===== config.mk =====
export PLATFORM = sky130hd
export DESIGN_NAME = mult_datapath_flat
export DESIGN_NICKNAME = d
export VERILOG_FILES = /design/src/rtl/mult_datapath_if.sv /design/src/rtl/mult_datapath.sv /design/src/flat_wrapper.sv
export SDC_FILE = /design/constraint.sdc
export NUM_CORES = 1
export LEC_CHECK = 0
export CAP_MARGIN = 25
export CORE_AREA = 5 5 61 63
export DETAILED_ROUTE_END_ITERATION = 10
export DIE_AREA = 0 0 66 68
export MAX_ROUTING_LAYER = met4
export PLACE_DENSITY = 0.75
export SKIP_CTS_REPAIR_TIMING = 1
export SLEW_MARGIN = 5
export SYNTH_ARGS = -nofsm -noshare
export SYNTH_HDL_FRONTEND = slang
export SYNTH_SLANG_ARGS = --single-unit
export TNS_END_PERCENT = 100

===== constraint.sdc =====
create_clock -name clk -period 2.3 [get_ports clk]
set_input_delay 0.345 -clock clk [delete_from_list [all_inputs] [get_ports clk]]
set_output_delay 0.345 -clock clk [all_outputs]
set_load 0.05 [all_outputs]

===== src/rtl/mult_datapath_if.sv =====
// Command/operand bus of the shift-and-add multiplier datapath.
// The master issues commands and operands; the slave (datapath) returns its state.
interface mult_datapath_if #(
    parameter int N = 4
);
    logic [N-1:0]   a_in;
    logic [N-1:0]   b_in;
    logic           clr;
    logic           ld;
    logic           ldp;
    logic           shb;
    logic           shp;
    logic [2*N-1:0] p_out;
    logic           done;
    logic           err;
    logic [3:0]     step;

    modport master (
        output a_in, b_in, clr, ld, ldp, shb, shp,
        input  p_out, done, err, step
    );

    modport slave (
        input  a_in, b_in, clr, ld, ldp, shb, shp,
        output p_out, done, err, step
    );
endinterface


===== src/rtl/mult_datapath.sv =====
// Command-driven shift-and-add multiplier datapath (MSB-first multiplier scan).
// Registers A, B, P, step, done and err; every output comes straight from a flop.
module mult_datapath #(
    parameter int N = 4
) (
    input  logic             clk,
    input  logic             reset,
    mult_datapath_if.slave   bus
);

    localparam logic [3:0] N_STEP = 4'(N);

    logic [N-1:0]   a_r;
    logic [N-1:0]   b_r;
    logic [2*N-1:0] p_r;
    logic [3:0]     step_r;
    logic           done_r;
    logic           err_r;

    logic [2:0]     n_cmd;
    logic           multi_cmd;

    // Product accumulate wraps modulo 2^(2N); A is zero-extended.
    function automatic logic [2*N-1:0] acc_add(input logic [2*N-1:0] p,
                                               input logic [N-1:0]   a);
        return p + {{N{1'b0}}, a};
    endfunction

    assign n_cmd     = {2'b00, bus.clr} + {2'b00, bus.ld} + {2'b00, bus.ldp}
                     + {2'b00, bus.shb} + {2'b00, bus.shp};
    assign multi_cmd = (n_cmd > 3'd1);

    always_ff @(posedge clk or negedge reset) begin
        if (!reset) begin
            a_r    <= '0;
            b_r    <= '0;
            p_r    <= '0;
            step_r <= '0;
            done_r <= 1'b0;
            err_r  <= 1'b0;
        end else if (multi_cmd) begin
            err_r <= 1'b1;
        end else if (bus.clr) begin
            p_r    <= '0;
            step_r <= '0;
            done_r <= 1'b0;
            err_r  <= 1'b0;
        end else if (bus.ld) begin
            a_r    <= bus.a_in;
            b_r    <= bus.b_in;
            step_r <= '0;
            done_r <= 1'b0;
        end else if (bus.ldp) begin
            // An extra ldp past the last step is a protocol error, not a wrap.
            if (step_r == N_STEP) begin
                err_r <= 1'b1;
            end else begin
                if (b_r[N-1]) begin
                    p_r <= acc_add(p_r, a_r);
                end
                step_r <= step_r + 4'd1;
                if (step_r + 4'd1 == N_STEP) begin
                    done_r <= 1'b1;
                end
            end
        end else if (bus.shb) begin
            b_r <= {b_r[N-2:0], 1'b0};
        end else if (bus.shp) begin
            p_r <= {p_r[2*N-2:0], 1'b0};
        end
    end

    assign bus.p_out = p_r;
    assign bus.step  = step_r;
    assign bus.done  = done_r;
    assign bus.err   = err_r;

endmodule


===== src/flat_wrapper.sv =====
// flat-port wrapper written by rule: the top's interface ports become plain ports
module mult_datapath_flat 
#(
    parameter int N = 4
)
  (clk, reset, bus_a_in, bus_b_in, bus_clr, bus_ld, bus_ldp, bus_shb, bus_shp, bus_p_out, bus_done, bus_err, bus_step);
  mult_datapath_if #(.N(N)) bus_i ();
  input  logic clk;
  input  logic reset;
  input wire logic [$bits(bus_i.a_in)-1:0] bus_a_in;
  input wire logic [$bits(bus_i.b_in)-1:0] bus_b_in;
  input wire logic [$bits(bus_i.clr)-1:0] bus_clr;
  input wire logic [$bits(bus_i.ld)-1:0] bus_ld;
  input wire logic [$bits(bus_i.ldp)-1:0] bus_ldp;
  input wire logic [$bits(bus_i.shb)-1:0] bus_shb;
  input wire logic [$bits(bus_i.shp)-1:0] bus_shp;
  output wire logic [$bits(bus_i.p_out)-1:0] bus_p_out;
  output wire logic [$bits(bus_i.done)-1:0] bus_done;
  output wire logic [$bits(bus_i.err)-1:0] bus_err;
  output wire logic [$bits(bus_i.step)-1:0] bus_step;
  assign bus_i.a_in = bus_a_in;
  assign bus_i.b_in = bus_b_in;
  assign bus_i.clr = bus_clr;
  assign bus_i.ld = bus_ld;
  assign bus_i.ldp = bus_ldp;
  assign bus_i.shb = bus_shb;
  assign bus_i.shp = bus_shp;
  assign bus_p_out = bus_i.p_out;
  assign bus_done = bus_i.done;
  assign bus_err = bus_i.err;
  assign bus_step = bus_i.step;
  mult_datapath #(.N(N)) u_core (.clk(clk), .reset(reset), .bus(bus_i));
endmodule

==> summary.md, run 1 <==
| Metric | Value |
|---|---|
| Post-route cell area | ~0.0023 mm2 |
| Max Transition Viols Final | 0 |
| Detailed Route Iter0 Violations | just over 80 |
| Synth Area per Inst | just over 9 um2 |
| Post-Route Skew | 0.00164 ns |
| Placer Congestion | approximately 0.83 |
| Most area-hungry cell type in the Yosys netlist | dfrtp_1 |
| Tcrit/Tclk final | 117% |
| Least-Margin Pin Slew | about 0.65 ns |
| RSZ-0062 raised after global routing | yes |
| Hold/Removal Path Class | in -> reg |
| Post-Route WL | between 4000 and 5000 um |
| Post-Synth Adder-Cell Area | between 10% and 20% |
| Initial Util | between 40% and 50% |
| Chip width | 66 um |
| P&R area growth vs syn | 53.4% |
| Pre-CTS setup slack | -1.25 ns |
| CP Cell Sequence | buf_6 > inv_4 > ha_4 > inv_2 > fa_1 > nor2b_2 > fa_2 > or3_4 > or4_1 > mux2_4 > o211ai_2 |
| CP Class | in -> reg |
| Power Density | approximately 1000 mW/mm2 |
| Sequential fraction of the synthesis area | between 30 and 40% |
| All-Layer GR Usage | between 15 and 20% |
| Worst-path clk slew | approximately 0.14 ns |
| Row count | 21 |
| Clock root buffer | clkbuf_4 |
| Crit path time final | about 2.7 ns |
| Complex-gate fraction of the synthesized area | between 10% and 20% |
| Synth warn | 0 |
| Core area | roughly 0.0032 mm2 |
| Post-synth top area share | between 30 and 40% |
| Static leakage | 1.02 nW |
| Initial DRT Pass Iterations | 4 |
| Final worst slack | -0.400 ns |
| Vias per Instance | around 5.5 |
| Unique masters post-synth | 42 |
| Final nets | roughly 240 |
| Simple-gate share of the synthesized area | a little under a fifth |
| Rel. slew slack | 56.6% |
| Initial antenna violation count | 0 |
| Main combinational cell family by area after synthesis | compound AO/OA/AOI/OAI gates |
| Vias in the first global route | 1385 |
| Placed Cells | ~250 |
| Most used DFF post-synth | dfrtp_1 |
| Remaining global-route overflow | 0 |
| Share of flip-flops with an asynchronous set or reset | 100% |
| Ant. Diodes | 0 |
| First-pass GRT wire length | roughly 6000 um |
| Critical path launch point type | input port |
| Routed wire length per instance | around 16 um |
| Fin cells | around 260 |
| CP Capture Type | register |
| DIE AREA | roughly 0.0045 mm2 |
| Cell area after synthesis | between 0.001 and 0.0015 mm2 |
| CTS tree | done |
| Critical Path Max Stage Delay | around 0.47 ns |
| DRC | 0 |
| Largest net degree at the start of global routing | 23 |
| Via count | 1448 |
| Worst EP required | ~2.6 ns |
| Failing checks | negative setup slack |
| Area after DPL | between 0.0015 and 0.002 mm2 |
| Worst hold slack | between 0.2 and 0.3 ns |
| Cts bufs inserted | 3 |
| Fin Setup TNS | -4.53 ns |
| VDD IR max | 0.545 mV |
| Die H | 68 um |
| Skew-Pair Late Insertion Delay | between 0.3 and 0.4 ns |
| Run status | finished, violations left |
| Worst Path Arrival | between 2 and 3 ns |
| Highest Clock Rate | 370 MHz |
| Layout cells sized above 1 | around a third |
| Max-Cap Viols | 0 |
| Num ports | 29 |
| Post-synthesis cell count | 163 |
| Buffers added on ports | 28 |
| Final hold viol count | 0 |
| Post-DP HPWL | 2740 um |
| CP bufs+invs | 3 |
| EDFF count, synth | 0 |
| Synthesized flop and latch total | 22 |
| H-tree Lvls | 1 |
| Syn nets | ~190 |
| Remaining antenna violation count | 0 |
| Total clock sinks | 22 |
| Post-synthesis mux area share | ~5% |
| Synth Area in XOR/XNOR | under 10% |
| CTS Buffer Depth | 2 |
| Largest cells by area after synthesis | dfrtp_1 (37%), ha_1 (8.4%), nand2_1 (4.8%) |
| Critical path peak fanout | 2 |
| Crit path max-delay family | adder cells |
| Setup-failing EPs final | 21 |
| Slowest CP cell | or4_1 |
## cell families (layout without fill, tap and decap cells)
family          after synthesis  after routing
fa+ha+maj                    13             13
compound gates               41             41
mux                           7              7
simple gates                 55             55
flops                        22             22
buf+inv                      23             75
xor+xnor                      2              2
## registers in the layout, indices dropped and copies added, names as in the netlist
register / count
u_core.bus.step: 4
u_core.b_r: 4
u_core.bus.done: 1
u_core.a_r: 4
u_core.bus.err: 1
u_core.bus.p_out: 8
## synth_stat cells (all sizes together), types with 2 or more instances
master,number
a21o,2
a21oi,6
a31oi,4
and3,3
buf,4
clkbuf,3
dfrtp,22
fa,3
ha,10
inv,16
mux2,4
mux2i,3
nand2,19
nand3,5
nor2,8
nor2b,5
nor3,8
o211ai,2
o21ai,12
o31ai,5
## layout by cell type (no fill, tap or decap), types with 2 or more instances in the layout
cell type        netlist  layout
nor3_4                 0       2
clkbuf_4               0       3
mux2_4                 0       4
o31ai_1                5       2
buf_4                  0      20
a21o_1                 2       2
nor3_1                 8       4
nand3_1                5       5
nor2b_1                5       4
dfrtp_1               22      22
nand2_1               19      18
buf_6                  1       7
mux2i_1                3       3
inv_2                  0       3
o21ai_0               11       2
a31oi_1                4       4
o21ai_2                0       3
clkdlybuf4s50_1        0      24
o21ai_1                1       6
a21oi_1                6       5
inv_1                 16      11
ha_1                  10       9
fa_1                   3       2
and3_1                 3       3
o31ai_4                0       3
dlymetal6s2s_1         0       2
nor3_2                 0       2
nor2_1                 8       7
## per-stage QoR
stage | utilization, % | power, W
2_1_floorplan | - | 0.00141
3_3_place_gp | 61.6 | 0.00175
3_5_place_dp | 61.6 | 0.00181
4_1_cts | 63.2 | 0.00211
5_1_grt | 71.8 | 0.00248
6_report | 71.8 | 0.00235
## path summary, 6_finish.rpt
check                                          from             endpoint  slack (ns)  depth (start not counted)
worst max-delay path                         bus_ld  u_core.bus.p_out[7]       -0.40                         11
worst min-delay path                         bus_ld   u_core.bus.step[1]        0.29                          4
worst max register to register  u_core.bus.p_out[2]  u_core.bus.p_out[7]        0.31                          6
worst min register to register        u_core.b_r[1]        u_core.b_r[1]        0.51                          2
max in group asynchronous                     reset  u_core.bus.p_out[3]        1.72                          2
min in group asynchronous                     reset      u_core.bus.done        0.36                          2
## per-layer routing
metal  track usage, %  share of wire, %  up-vias  routed length, um
met5                -                 0        -                  0
met4             5.33              0.70        0                 29
met3             4.11               4.6        4                190
met2             30.5                52       40               2190
met1             21.1                42      722               1760
li1                 -                 -      682                  -
## worst reg2reg max path: stages (launching register included)
cell and delay (ns):
dfrtp_1 0.47, ha_1 0.37, and3_1 0.21, a221o_1 0.38, nand3_1 0.13, mux2_4 0.31, o211ai_2 0.06
## where the power goes
part	switching, W	total [W]	leakage [nW]	internal [W]
Combinational	0.000770	0.00136	0.717	0.000586
Sequential	0.000159	0.000687	0.279	0.000528
Clock	0.000130	0.000306	0.0279	0.000176
Total	0.00106	0.00235	1.02	0.00129
## area by class of cell
| type | count | area [um2] |
|---|---|---|
| Multi-Input combinational cell | 118 | 1020 |
| Fill cell | 208 | 896 |
| Clock inverter | 1 | 30.0 |
| Timing Repair Buffer | 55 | 529 |
| Sequential cell | 22 | 551 |
| Clock buffer | 3 | 22.5 |
| Inverter | 16 | 70.1 |
| Tap cell | 46 | 57.6 |
Power figures use the tool's default switching activity.
==> inputs of run 2 (changes only) <==
--- a/config.mk
+++ b/config.mk
@@ -9,8 +9,8 @@
 export CORE_AREA = 5 5 61 63
 export DETAILED_ROUTE_END_ITERATION = 10
 export DIE_AREA = 0 0 66 68
+export DONT_BUFFER_PORTS = 1
 export MAX_ROUTING_LAYER = met4
-export PLACE_DENSITY = 0.75
 export SKIP_CTS_REPAIR_TIMING = 1
 export SLEW_MARGIN = 5
 export SYNTH_ARGS = -nofsm -noshare
==> run 2 against run 1 <==
- the run still ends with negative setup slack left
- die area unchanged
- critical endpoint unchanged
- final area down 17%
- total power decreased by 11%
- final cell count decreased by 12%
- largest power group unchanged
- utilization shrank 12 points
- worst setup slack better by 0.11 ns
- wire length shrank 12%
- global-route usage decreased by 0.89 points
- non-clock buffer count shrank 31
- sequential share of layout area grew 4.9 points
==> summary.md, run 2 (synthesis gave the netlist of run 1 again) <==
| Metric | Value |
|---|---|
| Chip width | 66 um (unchanged) |
| Initial DRT Pass Iterations | 4 (unchanged) |
| Vias in the first global route | 1233 (-11%) |
| Reg area | 551 um2 (unchanged) |
| Post-Route Skew | 0.00233 ns (+0.000689 ns) |
| Crit path time final | 2.59 ns (-0.110 ns) |
| Buffers added on ports | 0 (-100%) |
| All-Layer GR Usage | 17.0% (-0.89 points) |
| CP Class | in -> reg |
| CP Capture Type | register |
| Placer Congestion | 0.842 (+1.2%) |
| Routed wire length per instance | 16.0 um (-0.12%) |
| Detailed Route Iter0 Violations | 61 (-26%) |
| VDD IR max | 0.710 mV (+30%) |
| Setup-failing EPs final | 8 (-62%) |
| Least-Margin Pin Slew | 0.632 ns (-0.0174 ns) |
| H-tree Lvls | 1 (unchanged) |
| Tcrit/Tclk final | 113% (-4.8 points) |
| Highest Clock Rate | 386 MHz (+4.3%) |
| Die H | 68 um (unchanged) |
| Run status | finished, violations left |
| Cts bufs inserted | 3 (unchanged) |
| Skew-Pair Late Insertion Delay | 0.32 ns (about the same) |
| Post-DP HPWL | 2620 um (-4.5%) |
| Worst-path clk slew | 0.13 ns (about the same) |
| Remaining antenna violation count | 0 (unchanged) |
| Power Density | 1100 mW/mm2 (+6.8%) |
| Max reg flops | 8 (unchanged) |
| Multi-input gate area | 962 um2 (-6.0%) |
| DIE AREA | 0.00449 mm2 (unchanged) |
| Post-route cell area | 0.00190 mm2 (-17%) |
| Fillers | 301 (+45%) |
| Failing checks | negative setup slack |
| Commonest cells after routing, fill and taps aside | dfrtp_1 (22), buf_4 (21), nand2_1 (19) |
| Clock root buffer | clkbuf_4 |
| P&R area growth vs syn | 27.4% |
| Layout cells sized above 1 | 29.9% (-1.7 points) |
| Initial antenna violation count | 0 (unchanged) |
| Via count | 1249 (-14%) |
| Core area | 0.00318 mm2 (unchanged) |
| DRC | 0 (unchanged) |
| Vias per Instance | 5.43 (-2.1%) |
| Largest net degree at the start of global routing | 23 (unchanged) |
| Worst hold slack | 0.0987 ns (-0.191 ns) |
| Pre-CTS setup slack | -0.656 ns (+0.592 ns) |
| Ant. Diodes | 0 (unchanged) |
| First-pass GRT wire length | 5660 um (-6.1%) |
| Critical path launch point type | input port |
| CTS Buffer Depth | 2 (unchanged) |
| RSZ-0062 raised after global routing | yes |
| Hold/Removal Path Class | in -> reg |
| Remaining global-route overflow | 0 (unchanged) |
| Final worst slack | -0.290 ns (+0.110 ns) |
| Rel. slew slack | 57.9% (+1.3 points) |
| Worst Path Arrival | 2.84 ns (-0.11 ns) |
| Row count | 21 (unchanged) |
| Num ports | 29 (unchanged) |
| Area after DPL | 0.00168 mm2 (-14%) |
| Core Util, Final | 59.7% (-12 points) |
| Most common cell after layout, fill and taps aside | dfrtp_1 |
| Static leakage | 0.861 nW (-16%) |
| Max Transition Viols Final | 0 (unchanged) |
| Post-Route WL | 3670 um (-12%) |
| Max-Cap Viols | 0 (unchanged) |
| Final hold viol count | 0 (unchanged) |
| Worst EP required | 2.55 ns (about the same) |
| CTS tree | done |
| Initial Util | 46.8% (unchanged) |
| Critical path peak fanout | 10 (+8) |
| Final nets | 213 (-13%) |
| Total clock sinks | 22 (unchanged) |
==> run 2: cell types whose count changed in the layout (fill, tap and decap cells not counted), moves of 3 or more <==
cell             delta
o21ai_0             +4
mux2_4              -3
buf_6               -6
mux2_2              +3
clkdlybuf4s50_1    -24
==> run 2: critical path: stages <==
cell and delay (ns):
inv_8 0.01, ha_4 0.25, inv_2 0.03, fa_1 0.45, nor2b_2 0.14, fa_1 0.44, or3_4 0.34, or4_1 0.47
mux2_4 0.29, o211ai_2 0.07
==> run 2: report_power, final <==
part | leakage (nW) | internal [W] | switching [W]
Sequential | 0.279 | 0.000526 | 0.000227
Clock | 0.0279 | 0.000176 | 0.000133
Combinational | 0.554 | 0.000412 | 0.000610
Total | 0.861 | 0.00111 | 0.000969
==> run 2: worst paths after layout <==
path	start	endpoint	cells after the start	slack [ns]
max in group asynchronous	reset	u_core.b_r[3]	2	1.72
max reg2reg	u_core.a_r[2]	u_core.bus.p_out[7]	6	0.40
min in group asynchronous	reset	u_core.bus.p_out[4]	2	0.44
min	bus_clr	u_core.bus.p_out[2]	1	0.1
min reg2reg	u_core.b_r[0]	u_core.b_r[0]	2	0.49
max	bus_ld	u_core.bus.p_out[7]	10	-0.29
==> run 2: final cells by class <==
cell class	count	area share, %
repair buffers	24	10.5
flip-flops and latches	22	29.0
well taps	46	3.03
clock buffers	3	1.19
clock inverters	1	1.58
inverters	16	3.96
multi-input cells	118	50.7
==> run 2: metrics by stage <==
stage               power, W  instances  TNS (ns)
detailed placement   0.00167        221    -10.13
finish               0.00208        230    -0.588
global route         0.00222        230     -2.31
floorplan            0.00141        163     -7.03
global placement     0.00164        221     -8.74
CTS                  0.00198        225     -2.92
==> run 2: layer usage <==
metal | wire, um | vias up | GRT usage (%)
met2 | 1910 | 21 | 30.2
met5 | 0 | - | -
li1 | - | 613 | -
met3 | 149 | 4 | 2.63
met1 | 1580 | 611 | 19.9
met4 | 32 | 0 | 5.33
==> RTL change 1: new RTL, config.mk and constraints of run 2 <==
Make the reset (`reset`) synchronous in one clocked block.
--- a/src/rtl/mult_datapath.sv
+++ b/src/rtl/mult_datapath.sv
@@ -31,5 +31,5 @@
     assign multi_cmd = (n_cmd > 3'd1);
 
-    always_ff @(posedge clk or negedge reset) begin
+    always_ff @(posedge clk) begin
         if (!reset) begin
             a_r    <= '0;
Formal check against the unedited RTL: differs if reset is asserted again (counterexample within 4 cycles, from zero or initial values and one cycle with reset low); with reset held inactive, the same outputs for 4 cycles.
==> RTL change 1 against run 2 <==
Count of clock-buffer cells in the layout stayed put. Design area is 2.9% lower. Cell count is 3.0% higher. Non-clock buffer count is 7 lower. Sequential cell count stayed put. Clock skew hardly changed. Highest routed layer unchanged. Worst setup slack better by 0.33 ns. Synthesized area is 7.1% higher. Synthesized cell count is 9.8% higher. Routed wire length is 5.2% higher. Register-to-register slack worse by 0.11 ns. Critical path depth stayed put.
Power is not compared: it rests on default switching activity, and its combinational part moved more than twofold at a synthesized area within 25%.
==> RTL change 1: results (changes against run 2) <==
[drt]
drt_pass1_iterations = 4  ; unchanged
routed_wl_mm = 3.86  ; +5.2%
wl_met3_um = 207  ; +39%
via_count = 1374  ; +10%
wl_met2_mm = 1.82  ; -4.5%
wl_met1_mm = 1.79  ; +13%
drt_iter0_drc = 98  ; +61%

[outcome]
outcome = complete, no violations

[synthesis]
syn_nets = 207  ; +8.4%
netlist_top_cells_area = dfxtp_1 (28%), ha_1 (7.8%), nor2b_1 (5.1%), mux2i_1 (5.0%), fa_1 (3.8%)
synthArstFlopShare_pct = 0  ; -100 points
synth.yosys.seq_area_share_pct = 27.6  ; -9.3 points
synthTopCellsByCount = dfxtp_1 (22), inv_1 (15), nor2b_1 (13), ha_1 (10), nand2_1 (9)
synth_area_per_cell_um2 = 8.91  ; -2.5%
synth_ff_type = dfxtp_1
synth_top_area_share_pct = 27.6  ; -9.3 points
ys_types = 53  ; +26%

[place]
pre_cts_ws_ns = -0.367  ; +0.289 ns
gp_congestion = 0.910  ; +8.1%
dpl-instance-area_um2 = 1780  ; +5.8%

[critical_path]
r2r_start = u_core.bus.p_out[0]
worst-r2r-setup-slack_ns = 0.29  ; -0.11 ns
rr_endpoint = u_core.bus.p_out[6]
max_stage_delay_ns = 0.52  ; +0.05 ns
worstPathMaxFanout = 13  ; +3
cp.arrival_ns = 2.53  ; -0.31 ns
r2r_cells = 7  ; +1
worst_path_max_delay_cell = fa_2
cp_top_family = adder cells

[global_routing]
grt_usage_pct = 18.6  ; +1.7 points
met1_usage_pct = 23.5  ; +3.7 points
grt_start_max_net_pins = 24  ; +4.3%
grt.met3_usage_pct = 4.11  ; +1.5 points
grt_pass1_wl_mm = 6.30  ; +11%

[finish]
seq_area_um2 = 440  ; -20%
seq_share_pct = 23.9  ; -5.1 points
nets = 221  ; +3.8%
inv_count = 15  ; -1
buffers_excl_clock = 17  ; -29%
drive_gt1_share_pct = 25.1  ; -4.8 points
multi_input_area_share_pct = 61.0  ; +10 points
clk_share_pct = 1.22  ; -1.5 points
comb.multi_input.count = 134  ; +14%

[cts]
clock_sinks = 22  ; unchanged

[timing]
finalClockSkew_ns = 0.00273  ; +0.000400 ns
worst_slew_pin_slew_ns = 0.606  ; -0.0260 ns
holdWs_ns = 0.151  ; +0.0526 ns

[worst_hold_path]
hold_depth = 1  ; unchanged
hp-start = reset
hold_end = u_core.bus.step[0]

## RTL change 1: cell count changes after synthesis, sizes merged, moves of 5 or more
cell | before | now
nand2 | 19 | 9
dfrtp | 22 | 0
nor2b | 5 | 13
a21boi | 0 | 8
o21ai | 12 | 5
dfxtp | 0 | 22
mux2i | 3 | 8
nand4 | 0 | 5
o31ai | 5 | 0
## RTL change 1: logic make-up after synthesis
family,synth area share (%)
DFF,27.6
muxes,7.14
and+or+nand+nor,23.2
buffers and inverters,6.20
adders and majority gates,11.6
xor gates and xnor gates,1.10
AOI/OAI and AO/OA,23.1
## RTL change 1: worst max-delay path by stage
stage	from	endpoint	slack, ns	cells after the start
after floorplan	bus_ld	u_core.a_r[0]	-0.32	12
after global placement	bus_ld	u_core.a_r[0]	-0.30	10
after detailed placement	bus_ld	u_core.a_r[3]	-0.37	10
after CTS	bus_ld	u_core.a_r[3]	-0.04	10
after global routing	bus_ld	u_core.a_r[0]	-0.04	10
final	bus_ld	u_core.bus.done	0.04	10
==> RTL change 2: new RTL, config.mk and constraints of run 2 <==
Without the edit above. `N` is set to 4 in 3 places; all go to 2.
--- a/src/rtl/mult_datapath_if.sv
+++ b/src/rtl/mult_datapath_if.sv
@@ -2,5 +2,5 @@
 // The master issues commands and operands; the slave (datapath) returns its state.
 interface mult_datapath_if #(
-    parameter int N = 4
+    parameter int N = 2
 );
     logic [N-1:0]   a_in;
--- a/src/rtl/mult_datapath.sv
+++ b/src/rtl/mult_datapath.sv
@@ -2,5 +2,5 @@
 // Registers A, B, P, step, done and err; every output comes straight from a flop.
 module mult_datapath #(
-    parameter int N = 4
+    parameter int N = 2
 ) (
     input  logic             clk,
--- a/src/flat_wrapper.sv
+++ b/src/flat_wrapper.sv
@@ -2,5 +2,5 @@
 module mult_datapath_flat 
 #(
-    parameter int N = 4
+    parameter int N = 2
 )
   (clk, reset, bus_a_in, bus_b_in, bus_clr, bus_ld, bus_ldp, bus_shb, bus_shp, bus_p_out, bus_done, bus_err, bus_step);
Ports: changed (resized bus_a_in, bus_b_in and bus_p_out); port bits go from 29 to 21. The function was not compared with the original's and may differ.
==> RTL change 2 against run 2 <==
Core utilization down 18 points. Power down 44%. Sequential cell count down 8. Largest power group unchanged. Routed wire length down 32%. Highest routed layer unchanged. Synthesized area down 30%. Worst setup slack better by 0.36 ns. Design area down 30%. Count of clock-buffer cells in the layout unchanged.
==> RTL change 2: results (changes against run 2) <==
[synthesis]
syn-instance-count = 111  ; -32%
synth.yosys.seq_area_share_pct = 33.6  ; -3.4 points
synthTopCellsByCount = dfrtp_1 (14), nand2_1 (12), inv_1 (11), o21ai_0 (9)
netlist_top_cells_area = dfrtp_1 (34%), ha_1 (9.6%), fa_1 (5.8%), o21ai_0 (4.3%), nand2_1 (4.3%)
ys_types = 36  ; -14%
syn_nets = 133  ; -30%

[outcome]
outcome = complete, no violations

[timing]
relSlewSlack_pct = 54.9  ; -3.0 points
finalSetupViolations = 0  ; -8

[global_routing]
grt_pass1_vias = 932  ; -24%
grt_use_met2_pct = 22.8  ; -7.4 points

[critical_path]
max_stage_delay_ns = 0.50  ; +0.03 ns
worstPathMaxFanout = 9  ; -1
critPathLaunch = bus_clr
crit_end = u_core.a_r[1]
rr_endpoint = u_core.bus.p_out[2]

[drt]
wl_per_cell_um = 14.0  ; -12%
wl_met1_mm = 1.03  ; -35%
wl_met3_um = 186  ; +25%
wl_met2_mm = 1.28  ; -33%

[place]
dpl.hpwl_mm = 2.00  ; -24%
dp.cells = 174  ; -21%

[cts]
path_clk_slew_ns = 0.08  ; -0.05 ns

[finish]
drive_gt1_share_pct = 30.1  ; +0.18 points
fin_cells = 179  ; -22%

[pwr]
peakVddDrop_mv = 0.603  ; -15%
swShare_pct = 45.4  ; -1.1 points

[worst_hold_path]
hold_end = u_core.a_r[1]
hp-start = bus_a_in[1]

[RTL change 2: cell types whose count changed after synthesis, moves of 4 or more]
| cell | run 2 | this run |
|---|---|---|
| o31ai_1 | 5 | 0 |
| dfrtp_1 | 22 | 14 |
| inv_1 | 16 | 11 |
| a21oi_1 | 6 | 2 |
| nand2_1 | 19 | 12 |
[RTL change 2: cells by family after synthesis]
group | count (synthesis) | share of synthesized area (%)
multiplexers | 4 | 4.56
adder cells (fa/ha/maj) | 11 | 15.4
XOR/XNOR | 1 | 0.840
AO/OA/AOI/OAI | 26 | 18.6
buffers and inverters | 12 | 4.68
AND/OR/NAND/NOR | 43 | 22.3
flip-flops | 14 | 33.6
[RTL change 2: cell type report]
class / instances / area, um^2
multi-input combinational: 85 / 694
clock buffer: 3 / 22.5
tap: 46 / 57.6
timing repair buffer: 20 / 156
inverter: 11 / 53.8
fill: 318 / 1840
sequential: 14 / 350
[RTL change 2: worst reg2reg max path, cell delays in order (launching register included)]
cell	delay, ns
dfrtp_1	0.35
ha_1	0.17
inv_1	0.06
fa_1	0.42
or3b_1	0.35
o21ai_0	0.11
o21ai_0	0.12
a31oi_1	0.16
[RTL change 2: stage by stage]
step                cell area [um^2]  hold slack, ns  setup WS [ns]
global route                    1340           0.197        -0.0277
CTS                             1270          -0.263        -0.0511
finish                          1340           0.214         0.0699
floorplan                       1060          0.0494         -0.339
detailed placement              1250          0.0498         -0.356
global placement                1250          0.0499         -0.312
[RTL change 2: power groups by stage]
stage,clock [uW],sequential [uW],combinational [uW]
after CTS,148,424,583
final,143,422,612
after global routing,163,433,676
after global placement,0,426,564
after floorplan,0,538,297
after detailed placement,0,428,581
